`src/rtl/hpdcache_mshr_sched.sv`:
```
// Command scheduler for the single-port HPDcache MSHR: arbitrates check/alloc against ack
// with a bounded ack burst, and drains the MSHR on flush. Optional stall counters: HPDCACHE_MSHR_SCHED_STATS_EN.
module hpdcache_mshr_sched #(
   parameter int unsigned AckMaxBurst = 4,
   parameter int unsigned StatsWidth  = 32
) (
   input  logic                  clk_i,
   input  logic                  rst_ni,
   input  logic                  chk_valid_i,
   output logic                  chk_ready_o,
   output logic                  chk_rsp_valid_o,
   output logic                  chk_rsp_hit_o,
   output logic                  chk_rsp_full_o,
   input  logic                  alloc_req_i,
   input  logic                  ack_valid_i,
   output logic                  ack_ready_o,
   output logic                  ack_rsp_valid_o,
   input  logic                  flush_i,
   output logic                  flush_done_o,
   output logic                  mshr_check_o,
   output logic                  mshr_alloc_o,
   output logic                  mshr_alloc_cs_o,
   output logic                  mshr_ack_o,
   output logic                  mshr_ack_cs_o,
   input  logic                  mshr_hit_i,
   input  logic                  mshr_alloc_full_i,
   input  logic                  mshr_empty_i,
   output logic [StatsWidth-1:0] stat_chk_stall_o,
   output logic [StatsWidth-1:0] stat_ack_stall_o
);
   localparam int unsigned BurstW = $clog2(AckMaxBurst + 1);

   typedef enum logic [1:0] {
      IDLE       = 2'd0,
      CHK_RSP    = 2'd1,
      FLUSH_WAIT = 2'd2
   } state_e;

   state_e              state_r;
   logic [BurstW-1:0]   burst_cnt_r;
   logic                flush_pend_r;
   logic                ack_rsp_r;

   logic                in_rsp_s;
   logic                grant_en_s;
   logic                starve_s;
   logic                ack_gnt_s;
   logic                chk_gnt_s;
   logic                done_s;
   logic                alloc_s;

   // Grant arbitration; grants are gated by rst_ni so every output reads 0 while in reset.
   always_comb begin
      in_rsp_s   = (state_r == CHK_RSP);
      grant_en_s = rst_ni & ~in_rsp_s;
      starve_s   = chk_valid_i & ~flush_pend_r & (burst_cnt_r == BurstW'(AckMaxBurst));
      ack_gnt_s  = grant_en_s & ack_valid_i & ~starve_s;
      chk_gnt_s  = grant_en_s & chk_valid_i & ~flush_pend_r & ~ack_gnt_s;
      done_s     = (state_r == FLUSH_WAIT) & mshr_empty_i & ~ack_gnt_s;
      alloc_s    = in_rsp_s & alloc_req_i & ~mshr_hit_i & ~mshr_alloc_full_i;
   end

   assign chk_ready_o     = chk_gnt_s;
   assign mshr_check_o    = chk_gnt_s;
   assign ack_ready_o     = ack_gnt_s;
   assign mshr_ack_o      = ack_gnt_s;
   assign mshr_ack_cs_o   = ack_gnt_s;
   assign chk_rsp_valid_o = in_rsp_s;
   assign chk_rsp_hit_o   = in_rsp_s & mshr_hit_i;
   assign chk_rsp_full_o  = in_rsp_s & mshr_alloc_full_i;
   assign mshr_alloc_o    = alloc_s;
   assign mshr_alloc_cs_o = alloc_s;
   assign flush_done_o    = done_s;
   assign ack_rsp_valid_o = ack_rsp_r;

   // Scheduler FSM with burst counter and flush-pending flag; done clears the flag even if flush_i is still high.
   always_ff @(posedge clk_i or negedge rst_ni) begin
      if (!rst_ni) begin
         state_r      <= IDLE;
         burst_cnt_r  <= '0;
         flush_pend_r <= 1'b0;
         ack_rsp_r    <= 1'b0;
      end else begin
         ack_rsp_r <= ack_gnt_s;
         if (done_s) begin
            flush_pend_r <= 1'b0;
         end else if (flush_i) begin
            flush_pend_r <= 1'b1;
         end else begin
            flush_pend_r <= flush_pend_r;
         end
         if (chk_gnt_s || !chk_valid_i) begin
            burst_cnt_r <= '0;
         end else if (ack_gnt_s && (burst_cnt_r != BurstW'(AckMaxBurst))) begin
            burst_cnt_r <= burst_cnt_r + BurstW'(1);
         end else begin
            burst_cnt_r <= burst_cnt_r;
         end
         case (state_r)
            IDLE: begin
               if (chk_gnt_s) begin
                  state_r <= CHK_RSP;
               end else if (flush_pend_r) begin
                  state_r <= FLUSH_WAIT;
               end else begin
                  state_r <= IDLE;
               end
            end
            CHK_RSP: begin
               state_r <= flush_pend_r ? FLUSH_WAIT : IDLE;
            end
            FLUSH_WAIT: begin
               state_r <= done_s ? IDLE : FLUSH_WAIT;
            end
            default: begin
               state_r <= IDLE;
            end
         endcase
      end
   end

`ifdef HPDCACHE_MSHR_SCHED_STATS_EN
   logic [StatsWidth-1:0] chk_stall_r;
   logic [StatsWidth-1:0] ack_stall_r;

   // Saturating stall counters.
   always_ff @(posedge clk_i or negedge rst_ni) begin
      if (!rst_ni) begin
         chk_stall_r <= '0;
         ack_stall_r <= '0;
      end else begin
         if (chk_valid_i && !chk_gnt_s && (chk_stall_r != '1)) begin
            chk_stall_r <= chk_stall_r + StatsWidth'(1);
         end else begin
            chk_stall_r <= chk_stall_r;
         end
         if (ack_valid_i && !ack_gnt_s && (ack_stall_r != '1)) begin
            ack_stall_r <= ack_stall_r + StatsWidth'(1);
         end else begin
            ack_stall_r <= ack_stall_r;
         end
      end
   end

   assign stat_chk_stall_o = chk_stall_r;
   assign stat_ack_stall_o = ack_stall_r;
`else
   assign stat_chk_stall_o = '0;
   assign stat_ack_stall_o = '0;
`endif

endmodule

```
`config.mk`:
```
export PLATFORM = sky130hd
export DESIGN_NAME = hpdcache_mshr_sched
export DESIGN_NICKNAME = d
export VERILOG_FILES = /design/src/rtl/hpdcache_mshr_sched.sv
export SDC_FILE = /design/constraint.sdc
export NUM_CORES = 1
export LEC_CHECK = 0
export CORE_ASPECT_RATIO = 1.25
export CORE_MARGIN = 2
export CORE_UTILIZATION = 30
export DETAILED_ROUTE_END_ITERATION = 12
export GPL_TIMING_DRIVEN = 0
export PLACE_DENSITY = 0.73
export REMOVE_ABC_BUFFERS = 1
export SLEW_MARGIN = 20
export SYNTH_ARGS = -nofsm -noshare
export SYNTH_HDL_FRONTEND = slang
export SYNTH_SLANG_ARGS = --single-unit
```
`constraint.sdc`:
```
create_clock -name clk_i -period 2.35 [get_ports clk_i]
set_input_delay 0.47 -clock clk_i [delete_from_list [all_inputs] [get_ports clk_i]]
set_output_delay 0.47 -clock clk_i [all_outputs]
set_load 0.01 [all_outputs]
```
==> results_dict.tcl, run 1 <==
set metrics [dict create \
    status "completed" \
    ant_nets 0 \
    grt_pass1_wl_um 1940 \
    via_count 617 \
    area_growth_pct 5.23 \
    critPathSlowestCell "clkdlybuf4s50_1" \
    netlist_top_cells_area "buf_4 (52%), dfrtp_1 (18%), a2111oi_4 (2.8%)" \
    ys_types 26 \
    final_util 0.326 \
    die_h_um 67.9 \
    finalNonFillerCells 170 \
    insertion_delay_ps 230 \
    wl_um 1400 \
    grt_usage 0.0731 \
    cts_tree "built" \
    die_w_um 55.1 \
    dieArea_mm2 0.00375 \
    endpoint_kind "primary output" \
    first_global_vias 459 \
    place_inst 165 \
    fin_skew_ps 2.95 \
    grt_overflow 0 \
    layout_common_cells "conb_1 (64), clkdlybuf4s50_1 (11), dfrtp_1 (7), inv_1 (4), dlygate4sd2_1 (4)" \
    peakVddDrop_mv 0.194 \
    final.fill_count 331 \
    diodes 0 \
    final_max_slew_viol_count 0 \
    cts_root_buf "clkbuf_8" \
    power_leakage_uw 0.000563 \
    dr.pass1.iters 4 \
    setup_viol_count_final 0 \
    row_count 23 \
    synth_top_area_frac 0.520 \
    core_mm2 0.00317 \
    maxCapViolations 0 \
    path_max_fanout 2 \
    rr_worst_depth 6 \
    ys_ff_latch 7 \
    initial_core_util 0.310 \
    drc 0 \
    io_buffers 20 \
    synthCells 113 \
    worstSetupPathType "input pin to primary output" \
    antenna_found_initial 0 \
    io_pins 85 \
    crit_top_cell "clkdlybuf4s50_1" \
    drt_first_iter_violations 13 \
    fmax_mhz 440 \
    wire_per_inst_um 8.22 \
    path_clk_slew_ps 40 \
    cp_data_arrival_time_ps 1800 \
    finalHoldViolCount 0 \
    cp.required_ps 1880 \
    clkSinkCount 7 \
    hold_slack_ps 193 \
    htree_levels 1 \
    synthesis.area_um2 981 \
    dpl.hpwl_um 1160 \
    drive_above_1_share 0.128 \
    min_path_type "input pin to async pin" \
    cp-start-kind "input pin" \
    crit_chain "clkdlybuf4s50_1 > nor4b_2 > clkdlybuf4s50_1" \
    powerDensity_mw_per_mm2 496 \
    via_per_inst 3.63 \
    grt_max_degree 12 \
    cts_hold_buf 0 \
    synth.avg_cell_area_um2 8.68 \
    slowest_delay_ps 590 \
    rsz0062_at_grt "yes" \
    cts_buffer_depth 2 \
    final_common_cell "conb_1" \
    gp_congestion 0.731 \
    numCtsBuffers 3 \
    yosysTopAreaCell "buf_4" \
    ys_seq_area_frac 0.179 \
    synth_warnings 0 \
    fin_tns_setup_ps 0 \
    nNetsFinal 145 \
    timing.final.crit_period_ps 2270 \
    post-route-period-util 0.967 \
]
==> through the flow <==
stage	power [uW]	setup slack [ps]	cell area, um2
floorplan	280	324	707
global placement	332	-721	953
detailed placement	336	-712	953
CTS	515	27.0	1020
global route	552	-8.88	1030
finish	512	76.6	1030
==> layer usage <==
layer | routed length (um) | track usage | vias to the layer above
li1 | - | - | 281
met1 | 444 | 0.0690 | 277
met2 | 710 | 0.134 | 56
met3 | 202 | 0.0131 | 3
met4 | 40 | 0.0549 | 0
met5 | 0 | 0 | -
==> worst max-delay path, delay by kind of cell <==
| family | cells | cell delay, ps |
|---|---|---|
| and+or+nand+nor | 1 | 310 |
| buffers and inverters | 2 | 1020 |
==> final timing paths <==
| path | slack [ps] | from | to |
|---|---|---|---|
| min in group clk_i | 510 | state_r[1]$_DFF_PN0_ | state_r[0]$_DFF_PN0_ |
| max in group asynchronous | 1950 | rst_ni | burst_cnt_r[0]$_DFFE_PN0P_ |
| worst max-delay path | 80 | mshr_hit_i | mshr_alloc_cs_o |
| worst max register to register | 730 | burst_cnt_r[0]$_DFFE_PN0P_ | state_r[0]$_DFF_PN0_ |
| worst min register to register | 510 | state_r[1]$_DFF_PN0_ | state_r[0]$_DFF_PN0_ |
| worst min-delay path | 190 | rst_ni | flush_pend_r$_DFFE_PN0P_ |
==> repair_timing <==
item / 4_1_cts / 5_1_grt
setup endpoints to repair: 8 / 4
resized for setup: 16 / 4
gates cloned: 0 / 0
buffers inserted: 1 / 0
pin swaps: 2 / 0
==> logic make-up after synthesis <==
logic type | synth area share
AO/OA/AOI/OAI | 0.120
adder cells (fa/ha/maj) | 0.0255
AND/OR/NAND/NOR | 0.125
other | 0.00382
flip-flops | 0.179
buffers and inverters | 0.547
==> where the power goes <==
group | switching [uW] | leakage [uW] | internal (uW)
combinational | 98.3 | 0.000450 | 76.3
clock | 56.8 | 0.0000228 | 118
sequential | 23.4 | 0.0000902 | 140
total | 178 | 0.000563 | 334
==> synth_stat cells, drive strengths merged <==
| library cell | instances |
|---|---|
| inv | 7 |
| o41ai | 1 |
| a21boi | 1 |
| a2111oi | 1 |
| a31o | 1 |
| nor4b | 2 |
| o31ai | 2 |
| nand4 | 2 |
| nor3 | 1 |
| or4 | 1 |
| or2b | 1 |
| buf | 68 |
| nor2 | 2 |
| conb | 1 |
| a21bo | 1 |
| and2 | 3 |
| ha | 2 |
| nand2b | 1 |
| nand2 | 2 |
| a211oi | 3 |
| o22a | 1 |
| a22o | 1 |
| nand4b | 1 |
| dfrtp | 7 |
==> layout make-up <==
| type | instances | area (um2) | area share |
|---|---|---|---|
| well taps | 37 | 46.3 | 0.0448 |
| multi-input cells | 94 | 531 | 0.514 |
| inverters | 7 | 26.3 | 0.0255 |
| clock buffers | 4 | 45.0 | 0.0436 |
| flip-flops and latches | 7 | 175 | 0.170 |
| repair buffers | 21 | 209 | 0.202 |
==> state kept, by name, summed over array words and instances (netlist names) <==
register         cells
burst_cnt_r          3
state_r              2
ack_rsp_valid_o      1
flush_pend_r         1
Note: power is estimated with default switching activity, not from simulation.
==> inputs of run 2 (changes only) <==
--- a/config.mk
+++ b/config.mk
@@ -12,6 +12,7 @@
 export GPL_TIMING_DRIVEN = 0
 export PLACE_DENSITY = 0.73
 export REMOVE_ABC_BUFFERS = 1
+export SETUP_SLACK_MARGIN = 0.1
 export SLEW_MARGIN = 20
 export SYNTH_ARGS = -nofsm -noshare
 export SYNTH_HDL_FRONTEND = slang
==> run 2 against run 1 <==
  * Die area is the same
  * Hold slack lost 1.8 ps
  * Core utilization grew 0.32 points
  * Non-clock buffer count grew 4
  * Maximum frequency grew 5.4%
  * Cell count grew 2.4%
  * Combinational power grew 3%
  * Critical path type is now register to primary output
  * Critical endpoint is now chk_ready_o
==> results_dict.tcl, run 2 (same netlist as run 1, synthesis figures left out) <==
set metrics [dict create \
    clkSinkCount 7 \
    place_ws_ps -712 \
    dieArea_mm2 0.00375 \
    die_h_um 67.9 \
    rr_worst_depth 6 \
    grt_overflow 0 \
    final_util 0.329 \
    drt_first_iter_violations 8 \
    finalHoldViolCount 0 \
    final_common_cell "conb_1" \
    top_regs "burst_cnt_r (3), state_r (2)" \
    largest-register "burst_cnt_r" \
    rrSetupSlack_ps 700 \
    dr.pass1.iters 4 \
    insertion_delay_ps 240 \
    initial_core_util 0.310 \
    setup_viol_count_final 0 \
    placed_area_um2 953 \
    htree_levels 1 \
    rsz0062_at_grt "no" \
    powerDensity_mw_per_mm2 498 \
    rr_startpoint "burst_cnt_r[1]$_DFFE_PN0P_" \
    fin_skew_ps 2.45 \
    cts_root_buf "clkbuf_8" \
    path_max_fanout 3 \
    finalNonFillerCells 174 \
    dpl.hpwl_um 1160 \
    cp-start-kind "register" \
    drc 0 \
    io_pins 85 \
    row_count 23 \
    gp_congestion 0.731 \
    min_path_type "input pin to async pin" \
    cp_data_arrival_time_ps 1690 \
    numCtsBuffers 3 \
    largest_reg_flops 3 \
    worstSetupPathType "register to primary output" \
    power_leakage_uw 0.000572 \
    via_per_inst 3.64 \
    grt_pass1_wl_um 1990 \
    timing.rr.end "state_r[0]$_DFF_PN0_" \
    die_w_um 55.1 \
    cts_buffer_depth 2 \
    power.total_uw 519 \
    maxCapViolations 0 \
    io_buffers 20 \
    peakVddDrop_mv 0.207 \
    path_clk_slew_ps 40 \
    fmax_mhz 463 \
    diodes 0 \
    ant_nets 0 \
    status "completed" \
    wire_per_inst_um 8.25 \
    fin_ws_ps 192 \
    timing.final.crit_period_ps 2160 \
    endpoint_kind "primary output" \
    drive_above_1_share 0.175 \
    via_count 633 \
    first_global_vias 472 \
    postLayoutCellArea_mm2 0.00104 \
    cts_hold_buf 0 \
    cp.required_ps 1880 \
    nNetsFinal 149 \
    antenna_found_initial 0 \
    area_growth_pct 6.25 \
    wl_um 1440 \
    cts_tree "built" \
    grt_max_degree 12 \
    final_max_slew_viol_count 0 \
    core_mm2 0.00317 \
    grt_usage 0.0766 \
    place_inst 165 \
    post-route-period-util 0.918 \
    layout_common_cells "conb_1 (64), clkdlybuf4s50_1 (9), dlygate4sd2_1 (8), dfrtp_1 (7), buf_4 (5)" \
]
-- run 2: cell types whose count changed in the layout (fill, tap and decap cells not counted), moves of 2 or more --
cell and change:
clkdlybuf4s50_1 -2, clkdlybuf4s15_1 -2, dlygate4sd2_1 +4, dlymetal6s2s_1 -2, buf_4 +4
-- run 2: per-layer routing --
| metal | vias up | GRT usage | part of all wire |
|---|---|---|---|
| met5 | - | 0 | 0 |
| met2 | 58 | 0.137 | 0.51 |
| li1 | 288 | - | - |
| met3 | 5 | 0.0197 | 0.15 |
| met1 | 282 | 0.0690 | 0.31 |
| met4 | 0 | 0.0640 | 0.033 |
-- run 2: stage by stage --
step / TNS (ps) / hold slack, ps
2_1_floorplan: 0 / 174
3_3_place_gp: -3630 / 489
3_5_place_dp: -3690 / 488
4_1_cts: 0 / 197
5_1_grt: 0 / 206
6_report: 0 / 191
-- run 2: repair_timing --
item | 4_1_cts | 5_1_grt
endpoints found under the setup margin | 8 | 2
pin swaps | 3 | 3
gates resized for setup | 22 | 4
setup buffers | 2 | 3
-- run 2: report_power, final --
group	total [uW]	switching, uW	internal [uW]
logic	181	101	79.9
registers	163	22.9	140
clock network	176	57.8	118
total	519	181	337
-- run 2: worst max-delay path by stage --
| stage | startpoint | to | slack, ps |
|---|---|---|---|
| 4_1_cts | burst_cnt_r[1]$_DFFE_PN0P_ | chk_ready_o | 80 |
| 3_5_place_dp | rst_ni | chk_ready_o | -710 |
| 2_1_floorplan | burst_cnt_r[0]$_DFFE_PN0P_ | ack_ready_o | 320 |
| 6_report | burst_cnt_r[1]$_DFFE_PN0P_ | chk_ready_o | 190 |
| 3_3_place_gp | rst_ni | chk_ready_o | -720 |
| 5_1_grt | burst_cnt_r[1]$_DFFE_PN0P_ | mshr_check_o | 110 |
-- run 2: critical path, cell delays in order, from the launching register on --
cell       delay, ps
dfrtp_1          400
inv_2             80
ha_4             140
nand4b_4         120
a2111oi_4        400
and2_4           200
clkbuf_2         120
-- run 2: final cells by class --
class	count	area, um2
fillers	333	2120
multi-input cells	94	531
repair buffers	25	219
flip-flops and latches	7	175
well taps	37	46.3
clock buffers	4	45.0
inverters	7	26.3
==> inputs of run 3 (changes only) <==
--- a/config.mk
+++ b/config.mk
@@ -13,6 +13,7 @@
 export PLACE_DENSITY = 0.73
 export REMOVE_ABC_BUFFERS = 1
 export SETUP_SLACK_MARGIN = 0.1
+export SKIP_LAST_GASP = 1
 export SLEW_MARGIN = 20
 export SYNTH_ARGS = -nofsm -noshare
 export SYNTH_HDL_FRONTEND = slang
==> results of run 3 <==
No change in the layout: final DEF, timing and power equal those of run 2.
